==> src/rtl/pc_seq_ctrl.sv <==
// pc_seq_ctrl: PC sequencing controller that arbitrates, buffers and issues redirects, and holds bubbles after boot and after each redirect.
// Optional PC_SEQ_PERF_EN adds the redir_cnt/stall_cnt performance counters.
module pc_seq_ctrl #(
    parameter int BOOT_DELAY   = 2,
    parameter int FLUSH_CYCLES = 1
) (
    input  logic        clk,
    input  logic        rst,
    input  logic        fetch_ready,
    input  logic        stall,
    input  logic        br_req,
    input  logic [63:0] br_target,
    input  logic        trap_req,
    input  logic [63:0] trap_vec,
    input  logic        ret_req,
    input  logic [63:0] ret_target,
    output logic        pc_en,
    output logic        pc_branch_taken,
    output logic        pc_trap_taken,
    output logic        pc_ret_taken,
    output logic [63:0] pc_branch,
    output logic [63:0] pc_trap,
    output logic [63:0] pc_ret,
    output logic        flush,
    output logic        redir_pending
`ifdef PC_SEQ_PERF_EN
    ,
    output logic [31:0] redir_cnt,
    output logic [31:0] stall_cnt
`endif
);
    typedef enum logic [1:0] {BOOT, RUN, FLUSH} state_t;
    localparam logic [3:0] BD  = 4'(BOOT_DELAY);
    localparam logic [3:0] FC1 = 4'(FLUSH_CYCLES - 1);
    state_t      state, state_nx;
    logic [3:0]  boot_cnt, flush_cnt;
    logic        pend_vld, flush_q;
    logic [2:0]  pend_sel, new_sel, cand_sel;
    logic [63:0] pend_tgt, new_tgt, cand_tgt;
    logic        take_new, cand_vld, run, issue;
    // Select vectors are one-hot {trap, branch, ret}, which is also the priority order
    always_comb begin
        new_sel  = trap_req ? 3'b100 : br_req ? 3'b010 : ret_req ? 3'b001 : 3'b000;
        new_tgt  = trap_req ? trap_vec : br_req ? br_target : ret_target;
        take_new = (|new_sel) & (~pend_vld | (new_sel[2] & ~pend_sel[2]));
        cand_vld = pend_vld | (|new_sel);
        cand_sel = take_new ? new_sel : pend_sel;
        cand_tgt = take_new ? new_tgt : pend_tgt;
        run      = (state == RUN) || (state == BOOT && boot_cnt >= BD);
        issue    = ~rst & run & cand_vld & fetch_ready;
        pc_en    = ~rst & (issue | (run & ~cand_vld & fetch_ready & ~stall));
        {pc_trap_taken, pc_branch_taken, pc_ret_taken} = issue ? cand_sel : 3'b000;
        pc_trap   = pc_trap_taken ? cand_tgt : 64'b0;
        pc_branch = pc_branch_taken ? cand_tgt : 64'b0;
        pc_ret    = pc_ret_taken ? cand_tgt : 64'b0;
        flush         = ~rst & flush_q;
        redir_pending = ~rst & pend_vld;
        state_nx = state;
        if (issue)
            state_nx = (FLUSH_CYCLES == 0) ? RUN : FLUSH;
        else if (run || (state == FLUSH && flush_cnt >= FC1))
            state_nx = RUN;
    end
    always_ff @(posedge clk) begin
        if (rst) begin
            state     <= BOOT;
            boot_cnt  <= 4'd0;
            flush_cnt <= 4'd0;
            flush_q   <= 1'b0;
            pend_vld  <= 1'b0;
            pend_sel  <= 3'b000;
            pend_tgt  <= 64'b0;
        end else begin
            state     <= state_nx;
            boot_cnt  <= (state == BOOT && boot_cnt != 4'hF) ? boot_cnt + 4'd1 : boot_cnt;
            flush_cnt <= (state != FLUSH) ? 4'd0 : (flush_cnt != 4'hF) ? flush_cnt + 4'd1 : flush_cnt;
            flush_q   <= issue;
            pend_vld  <= cand_vld & ~issue;
            pend_sel  <= (cand_vld & ~issue) ? cand_sel : 3'b000;
            pend_tgt  <= (cand_vld & ~issue) ? cand_tgt : 64'b0;
        end
    end
`ifdef PC_SEQ_PERF_EN
    always_ff @(posedge clk) begin
        if (rst) begin
            redir_cnt <= 32'd0;
            stall_cnt <= 32'd0;
        end else begin
            redir_cnt <= redir_cnt + 32'(issue);
            stall_cnt <= stall_cnt + 32'(run & ~pc_en & ~issue);
        end
    end
`endif
endmodule

==> config.mk <==
export PLATFORM = sky130hd
export DESIGN_NAME = pc_seq_ctrl
export DESIGN_NICKNAME = d
export VERILOG_FILES = /design/src/rtl/pc_seq_ctrl.sv
export SDC_FILE = /design/constraint.sdc
export NUM_CORES = 1
export LEC_CHECK = 0
export CORE_AREA = 2 2 153 155
export DETAILED_ROUTE_END_ITERATION = 8
export DIE_AREA = 0 0 155 157
export PLACE_DENSITY = 0.57
export SYNTH_ARGS = -nofsm -noshare
export SYNTH_HDL_FRONTEND = slang
export SYNTH_SLANG_ARGS = --single-unit
==> constraint.sdc <==
create_clock -name clk -period 4.3 [get_ports clk]
set_clock_uncertainty 0.05 [all_clocks]
set_input_delay 0.86 -clock clk [delete_from_list [all_inputs] [get_ports clk]]
set_output_delay 0.86 -clock clk [all_outputs]
set_load 0.05 [all_outputs]
Word level (Yosys, flattened, before mapping) --
Index checks and enable logic that the tools add are counted.
Operators by class: add/sub/neg operators 2, magnitude comparators 2, equality and inequality tests 5, multiplexer cells 13, bitwise logic cells 22, reductions and logical operators 11
Operator list (number):
- $mux W64 | 6
- $and A1 B1 Y1 | 12
- $mux W3 | 3
- $add A4 B1 Y4 const B | 2
- $ne A4 B4 Y1 const B | 2
- $not A1 Y1 | 7
- $mux W2 | 3
- $reduce_or A2 Y1 | 3
- $ge A4 B1 Y1 const B | 1
- $ge A4 B2 Y1 const B | 1
- $logic_and A1 B1 Y1 | 3
- $or A1 B1 Y1 | 3
- $reduce_or A3 Y1 | 1
- $eq A2 B1 Y1 const B | 1
- $eq A2 B2 Y1 const B | 1
- $logic_not A2 Y1 | 1
- $logic_or A1 B1 Y1 | 2
- $ne A2 B2 Y1 const B | 1
- $reduce_bool A2 Y1 | 1
- $mux W1 | 1
Storage, ports and cells: flip-flop bits (word level) 79, bits of input ports 199

Logic depth before layout (Yosys ltp) --
depth after elaboration 11, depth in mapped cells 8, depth with buffers taken out 6

Least setup slack after synthesis --
OpenSTA, ideal clock, no wires.
kind input-to-output, from in trap_req, to out pc_branch[14], data arrival time 2529 ps, required time 3390 ps, slack 861 ps, stages on the path 6, path through nor3b_1 buf_2 buf_2 a22o_1 a221o_1 nor2b_1
On the way: word-level cells in the longest chain between the ends 7, elaborated cells between the ends (all ways) 13, classes of those cells 6 x mux; 6 x bitwise; 1 x reduce/logical
Ends and longest elaborated chain:
- from (decl) | line 13 | input logic trap_req,
- $mux W3 | line 43 | new_sel = trap_req ? 3'b100 : br_req ? 3'b010 : ret_req ? 3'b001 : 3'b000;
- $reduce_or A3 Y1 / $and A1 B1 Y1 (equally long branches) | line 45, 46
- $or A1 B1 Y1, on equally long branches | line 46, 45
- $and A1 B1 Y1, on equally long branches | line 50, 45
- $and A1 B1 Y1 / $mux W3 (equally long branches) | line 50, 47
- $mux W3 | line 52 | {pc_trap_taken, pc_branch_taken, pc_ret_taken} = issue ? cand_sel : 3'b000;
- $mux W64 * | line 54 | pc_branch = pc_branch_taken ? cand_tgt : 64'b0;
- to (decl) | line 21 | output logic [63:0] pc_branch,
Mark *: on every way between the ends. The rest lies on a longest branch, timed or not.

Worst setup path after layout --
from in trap_req, to out pc_ret[24]
On the way: word-level cells in the longest chain between the ends 7, elaborated cells between the ends (all ways) 13, classes of those cells 6 x mux; 6 x bitwise; 1 x reduce/logical
Ends and longest elaborated chain:
- $mux W3 | line 43
- $reduce_or A3 Y1 / $and A1 B1 Y1 (equally long branches) | line 45, 46
- $or A1 B1 Y1, on equally long branches | line 46, 45
- $and A1 B1 Y1, on equally long branches | line 50, 45
- $and A1 B1 Y1 / $mux W3 (equally long branches) | line 50, 47
- $mux W3 | line 52
- $mux W64 * | line 55 | pc_ret = pc_ret_taken ? cand_tgt : 64'b0;
- to (decl) | line 23 | output logic [63:0] pc_ret,
Marks and branches as above.

==> out/metrics.cfg <==
[run_status]
status=complete, no violations

[clock_network]
tritoncts.num_buffers=9
cts_buffer_depth=2
tritoncts=built
clk_latency_ps=340
clockRootBuffer=clkbuf_16
h-tree-depth=3
cts_setup_buffers=0
clk_pin_slew_worst_paths_ps=60
cts_resized=0
holdBufCountCts=0
cts_sinks=75

[critical_path]
worst-path-stages=6
worstReg2RegStart=boot_cnt[0]
crit_start=trap_req
reg2reg_depth=7
max_stage_delay_ps=540
critical_path.slowest_cell=clkdlybuf4s50_1
worstSetupEndpointType=output pin
arrival_ps=3110
worst-setup-path-type=input port to output pin
critPathTopFamily=buffers and inverters
path_buf_inv=3
cp-start-kind=input port
r2r_slack_ps=2280
cp.required_ps=3390
endpoint=pc_ret[24]
crit_path_cell_trace=clkdlybuf4s50_1 > nor4b_2 > buf_4 > a221o_1 > nor2b_1 > buf_12
r2r_end=pend_tgt[41]
critPathMaxFanout=24

[pwr]
pwr-share-comb=0.470
power_frac_seq=0.272
netSwitchingPower_mw=1.16
pwr_density_cell_nw_per_um2=282
p_leak_nw=4.40
power.internal_mw=2.10
clockPowerShare=0.258
sw_frac_of_total=0.355
peakVddDrop_v=0.000184

[synth]
post_synth.cell_area_avg_sq_um=8.79
ys_seq_area_frac=0.300
synth_top_area_share=0.300
yosysMostFrequentCell=nor2b_1
synth_async_sr_flop_share=0
synth_fp_nets=770
synth_seq_cells=75
synth-main-ff-cell=dfxtp_1
synth.area.top_cells=dfxtp_1 30%, nor2b_1 24%, a221o_1 13%
yosys.area.top_type=dfxtp_1
synth-edff-count=0
syn_area_sq_um=5000
synth_common_cells=195 x nor2b_1, 75 x dfxtp_1, 64 x a221o_1, 64 x a22o_1, 64 x and2_1
syn-instance-count=569
yosysWarnings=0
yosysUniqueCellTypes=35

[drt]
drtPass1Iterations=5
routed_wirelength_microns=24300
first_iter_violations=295
wl_per_cell_microns=19.8
num_vias=5747
drc=0
ant_nets=0
routed_via_density=4.69

[global_routing]
grt_max_degree=66
gr-usage-all-layers=0.191
grt-ovfl-total=0
grt_pass1_wl_microns=35500
grt_pass1_vias=5681
antenna_found_initial=1

[sta]
worst-slew-pin-transition_ps=566
slew_headroom=0.620
setup_viol=0
fin_tns_setup_ps=0
min_period_ps=4020
finalCritPeriodShare=0.935
slew_violations=0
finalHoldViolCount=0
fmax_mhz=249
rsz0062_at_grt=no

[floorplanning]
fp-row-count=55
io-pin-count=397
die_h_microns=157
core_sq_um=22500
dieWidth_microns=155
initial_core_util=0.222
dieArea_sq_um=24300

[hold_path]
hold_depth=2
hold_class=flip-flop to flip-flop

[cells_and_area]
instances_no_fill=1226
layout-drive-gt1-share=0.253
multi_input_area_sq_um=3200
nets=1136
register_area_sq_um=1500
fill_cells=2026
syn_to_final_growth_pct=130

[place]
io_buffers=396
dp.cells=1209
dp_hpwl_microns=18500
gp_congestion=0.800

[flow_run]
cap_violations=0

## final cells by class
| cell class | count | share of cell area |
|---|---|---|
| sequential | 75 | 0.130 |
| tap | 285 | 0.0309 |
| clock buffer | 10 | 0.0207 |
| inverter | 6 | 0.00195 |
| multi-input combinational | 430 | 0.277 |
| clock inverter | 6 | 0.00771 |
| antenna | 1 | 0.000217 |
| timing repair buffer | 413 | 0.531 |
## cell usage in the layout, fill, tap and decap left out, types with 3 or more instances in the layout
cell type and count:
nor2b_1 194, a211oi_1 3, clkdlybuf4s50_1 201, a22o_1 64
and3_1 3, dfxtp_1 75, buf_12 201, buf_4 11
a221o_1 64, inv_1 6, and2_1 64, a311oi_1 3
nor2_1 9, clkbuf_16 9
## sequential cells by signal (all words and copies together) (netlist names)
| name | count |
|---|---|
| pend_tgt | 64 |
| flush_q | 1 |
| pend_vld | 1 |
| state | 2 |
| pend_sel | 3 |
| boot_cnt | 4 |
## routing by layer
layer | track usage | vias to the layer above | wire, microns
li1 | - | 2763 | -
met1 | 0.224 | 2686 | 9670
met2 | 0.343 | 276 | 12300
met3 | 0.0545 | 22 | 1860
met4 | 0.0516 | 0 | 439
met5 | 0 | - | 0
## power groups by stage
stage          Combinational (mW)  Clock [mW]  Sequential [mW]
2_1_floorplan               0.872           0            0.874
3_3_place_gp                 1.53           0            0.895
3_5_place_dp                 1.54           0            0.898
4_1_cts                      1.54       0.872            0.883
5_1_grt                      1.62       0.894            0.898
6_report                     1.53       0.840            0.885
## per-stage QoR
step | setup WS (ps) | area, sq um | utilization | hold WS, ps | total power [mW]
after floorplan | 861 | 5000 | - | 445 | 1.75
after global placement | 332 | 11200 | 0.497 | 481 | 2.43
after detailed placement | 283 | 11200 | 0.497 | 498 | 2.43
after CTS | 273 | 11500 | 0.512 | 504 | 3.30
after global routing | 117 | 11500 | 0.512 | 524 | 3.41
final | 280 | 11500 | 0.512 | 504 | 3.25
## tightest hold or removal path, delay by kind of cell (launching register included)
kind,cells,cell delay [ps]
flops,1,330
compound gates,1,100
simple gates,1,90
## worst min path at each step
stage / from / endpoint / slack, ps
4_1_cts: boot_cnt[2] / boot_cnt[2] / 500
3_3_place_gp: boot_cnt[2] / boot_cnt[2] / 480
3_5_place_dp: boot_cnt[2] / boot_cnt[2] / 500
2_1_floorplan: boot_cnt[2] / boot_cnt[2] / 450
6_report: pend_sel[0] / pend_sel[0] / 500
5_1_grt: boot_cnt[2] / boot_cnt[2] / 520
## cells by family after synthesis
| family | share of synthesized area |
|---|---|
| AO/OA/AOI/OAI | 0.267 |
| flip-flops | 0.300 |
| buffers and inverters | 0.0720 |
| adder cells (fa/ha/maj) | 0.00500 |
| AND/OR/NAND/NOR | 0.352 |
| XOR/XNOR | 0.00350 |
Power figures use the tool's default switching activity.
==> RTL change: new RTL, same flow settings <==
Re-encode `state_t` (3 states) as one-hot, 3 bits wide.
--- a/src/rtl/pc_seq_ctrl.sv
+++ b/src/rtl/pc_seq_ctrl.sv
@@ -30,5 +30,5 @@
 `endif
 );
-    typedef enum logic [1:0] {BOOT, RUN, FLUSH} state_t;
+    typedef enum logic [2:0] {BOOT = 3'b001, RUN = 3'b010, FLUSH = 3'b100} state_t;
     localparam logic [3:0] BD  = 4'(BOOT_DELAY);
     localparam logic [3:0] FC1 = 4'(FLUSH_CYCLES - 1);
Function: no difference found for any inputs over 4 cycles, from zero or initial values and one cycle with rst high; so few cycles prove little.
==> RTL change against the original RTL <==
Area after synthesis up 5.6%; worst setup slack improved by 0.082 ns; cell area is 3.4% lower; critical path depth up 1; maximum frequency is 2.1% higher; cell count increased by 11%; die area did not move; total power is 4.0% higher; sequential cell count rose by 1; first-iteration DRC count decreased by 29%; via count up 10%; worst hold slack worse by 0.0075 ns; wire length is 1.8% higher; critical path type unchanged; largest cell class unchanged; largest power group unchanged; highest routed layer unchanged.
==> RTL change: results (changes against the original RTL) <==
stage,metric,value,unit,change
global_routing,antenna_found_initial,0,,-1
final_layout,reg_top3,"pend_tgt x64, boot_cnt x4",,
final_layout,fillers,2120,,+4.6%
drt,wirelength,24800,um,+1.8%
setup_path,cp_slowest_cell,nor3_1,,
place,dp_hpwl,18400,um,-0.61%
clocking,cts_setup_buffers,0,,unchanged
place,dp_slack,0.409,ns,+0.126 ns
drt,highest_layer,met4,,
global_routing,grt_usage,19.5,%,+0.31 points
drt,dr_wl_met3,1640,um,-12%
timing,max_slew_margin,51.4,%,-11 points
setup_path,arrival,3.03,ns,-0.08 ns
drt,vias_per_cell,4.64,,-0.95%
final_layout,drive_gt1_share,23.2,%,-2.1 points
yosys,synth_cell_type_count,36,,+2.9%
place,gp_congestion,0.781,,-2.3%
setup_path,crit_path_max_incr_delay,0.50,ns,-0.04 ns
yosys,synthTopCellsByArea,"dfxtp_1 (29%), mux2i_1 (24%), nor3_1 (12%)",,
power_and_ir_drop,leakage,4.63,nW,+5.1%
yosys,syn-num-nets,923,,+20%
yosys,synth.top_cells.by_count,"nor2_1 (138), mux2i_1 (128), nor3_1 (127)",,
clocking,cts_buffers,9,,unchanged
yosys,synth-main-ff-cell,dfxtp_1,,
yosys,synth_fa_ha_area_share,0.474,%,-0.026 points
final_layout,finalNetCount,1276,,+12%
yosys,synth_compound_area_share,8.24,%,-18 points
yosys,synth_mux_area_share,24.3,%,+24 points
clocking,path_clk_slew,0.07,ns,
global_routing,grt_max_degree,97,,+47%
yosys,synth_xor_area_share,0.332,%,-0.018 points
drt,met2WireLength,12400,um,about the same
global_routing,grt_pass1_wl,36600,um,+3.1%
final_layout,antenna_cells,0,,-1
drt,drtIter0Drc,209,,-29%
min_path,hp-class,register to register,,
setup_path,critPathMaxFanout,96,,+300%
power_and_ir_drop,ir_worst_vdd,0.000232,V,+26%
yosys,ys_seq_area_share,28.8,%,-1.2 points
outcome,status,"complete, no violations",,
drt,dr.pass1.iters,4,,-1
global_routing,grt_pass1_vias,6122,,+7.8%
drt,met1_length,10400,um,+7.6%
-- RTL change: final cells by class --
class	count	share of cell area [%]
timing repair buffer	417	49.7
multi-input combinational	566	30.1
sequential	76	13.7
tap	285	3.20
clock buffer	9	2.02
clock inverter	7	1.10
inverter	5	0.169
-- RTL change: metrics by stage --
stage | utilization, % | area (um^2) | instances | hold WS (ns) | power, mW
floorplan | - | 5280 | 722 | 0.442 | 1.89
finish | 49.5 | 11100 | 1365 | 0.497 | 3.38
global placement | 47.9 | 10800 | 1349 | 0.466 | 2.49
global route | 49.5 | 11100 | 1365 | 0.526 | 3.58
detailed placement | 47.9 | 10800 | 1349 | 0.484 | 2.51
CTS | 49.5 | 11100 | 1365 | 0.496 | 3.44
-- RTL change: critical path, delay by kind of cell --
kind | cells | cell delay [ns]
and+or+nand+nor | 3 | 1.11
buffers and inverters | 3 | 0.88
AOI/OAI and AO/OA | 1 | 0.09
-- RTL change: worst paths after layout --
kind | start | to | slack [ns] | cells past startpoint
min | state[0]$_SDFFE_PP1P_ | state[1]$_SDFFE_PP0P_ | 0.50 | 2
max reg2reg | boot_cnt[0]$_SDFFE_PP0P_ | pend_tgt[55]$_SDFF_PP0_ | 1.94 | 7
min reg2reg | state[0]$_SDFFE_PP1P_ | state[1]$_SDFFE_PP0P_ | 0.50 | 2
max | fetch_ready | pc_branch[38] | 0.36 | 7
-- RTL change: per-layer routing --
layer	track usage [%]	up-vias
met5	0	-
met4	4.89	0
met3	4.63	23
met2	34.9	246
met1	23.4	2878
li1	-	3191
-- RTL change: power breakdown --
group / leakage, nW / internal, mW / switching [mW]
combinational: 3.84 / 0.637 / 0.937
sequential: 0.625 / 0.846 / 0.0564
clock: 0.163 / 0.572 / 0.334
total: 4.63 / 2.06 / 1.33
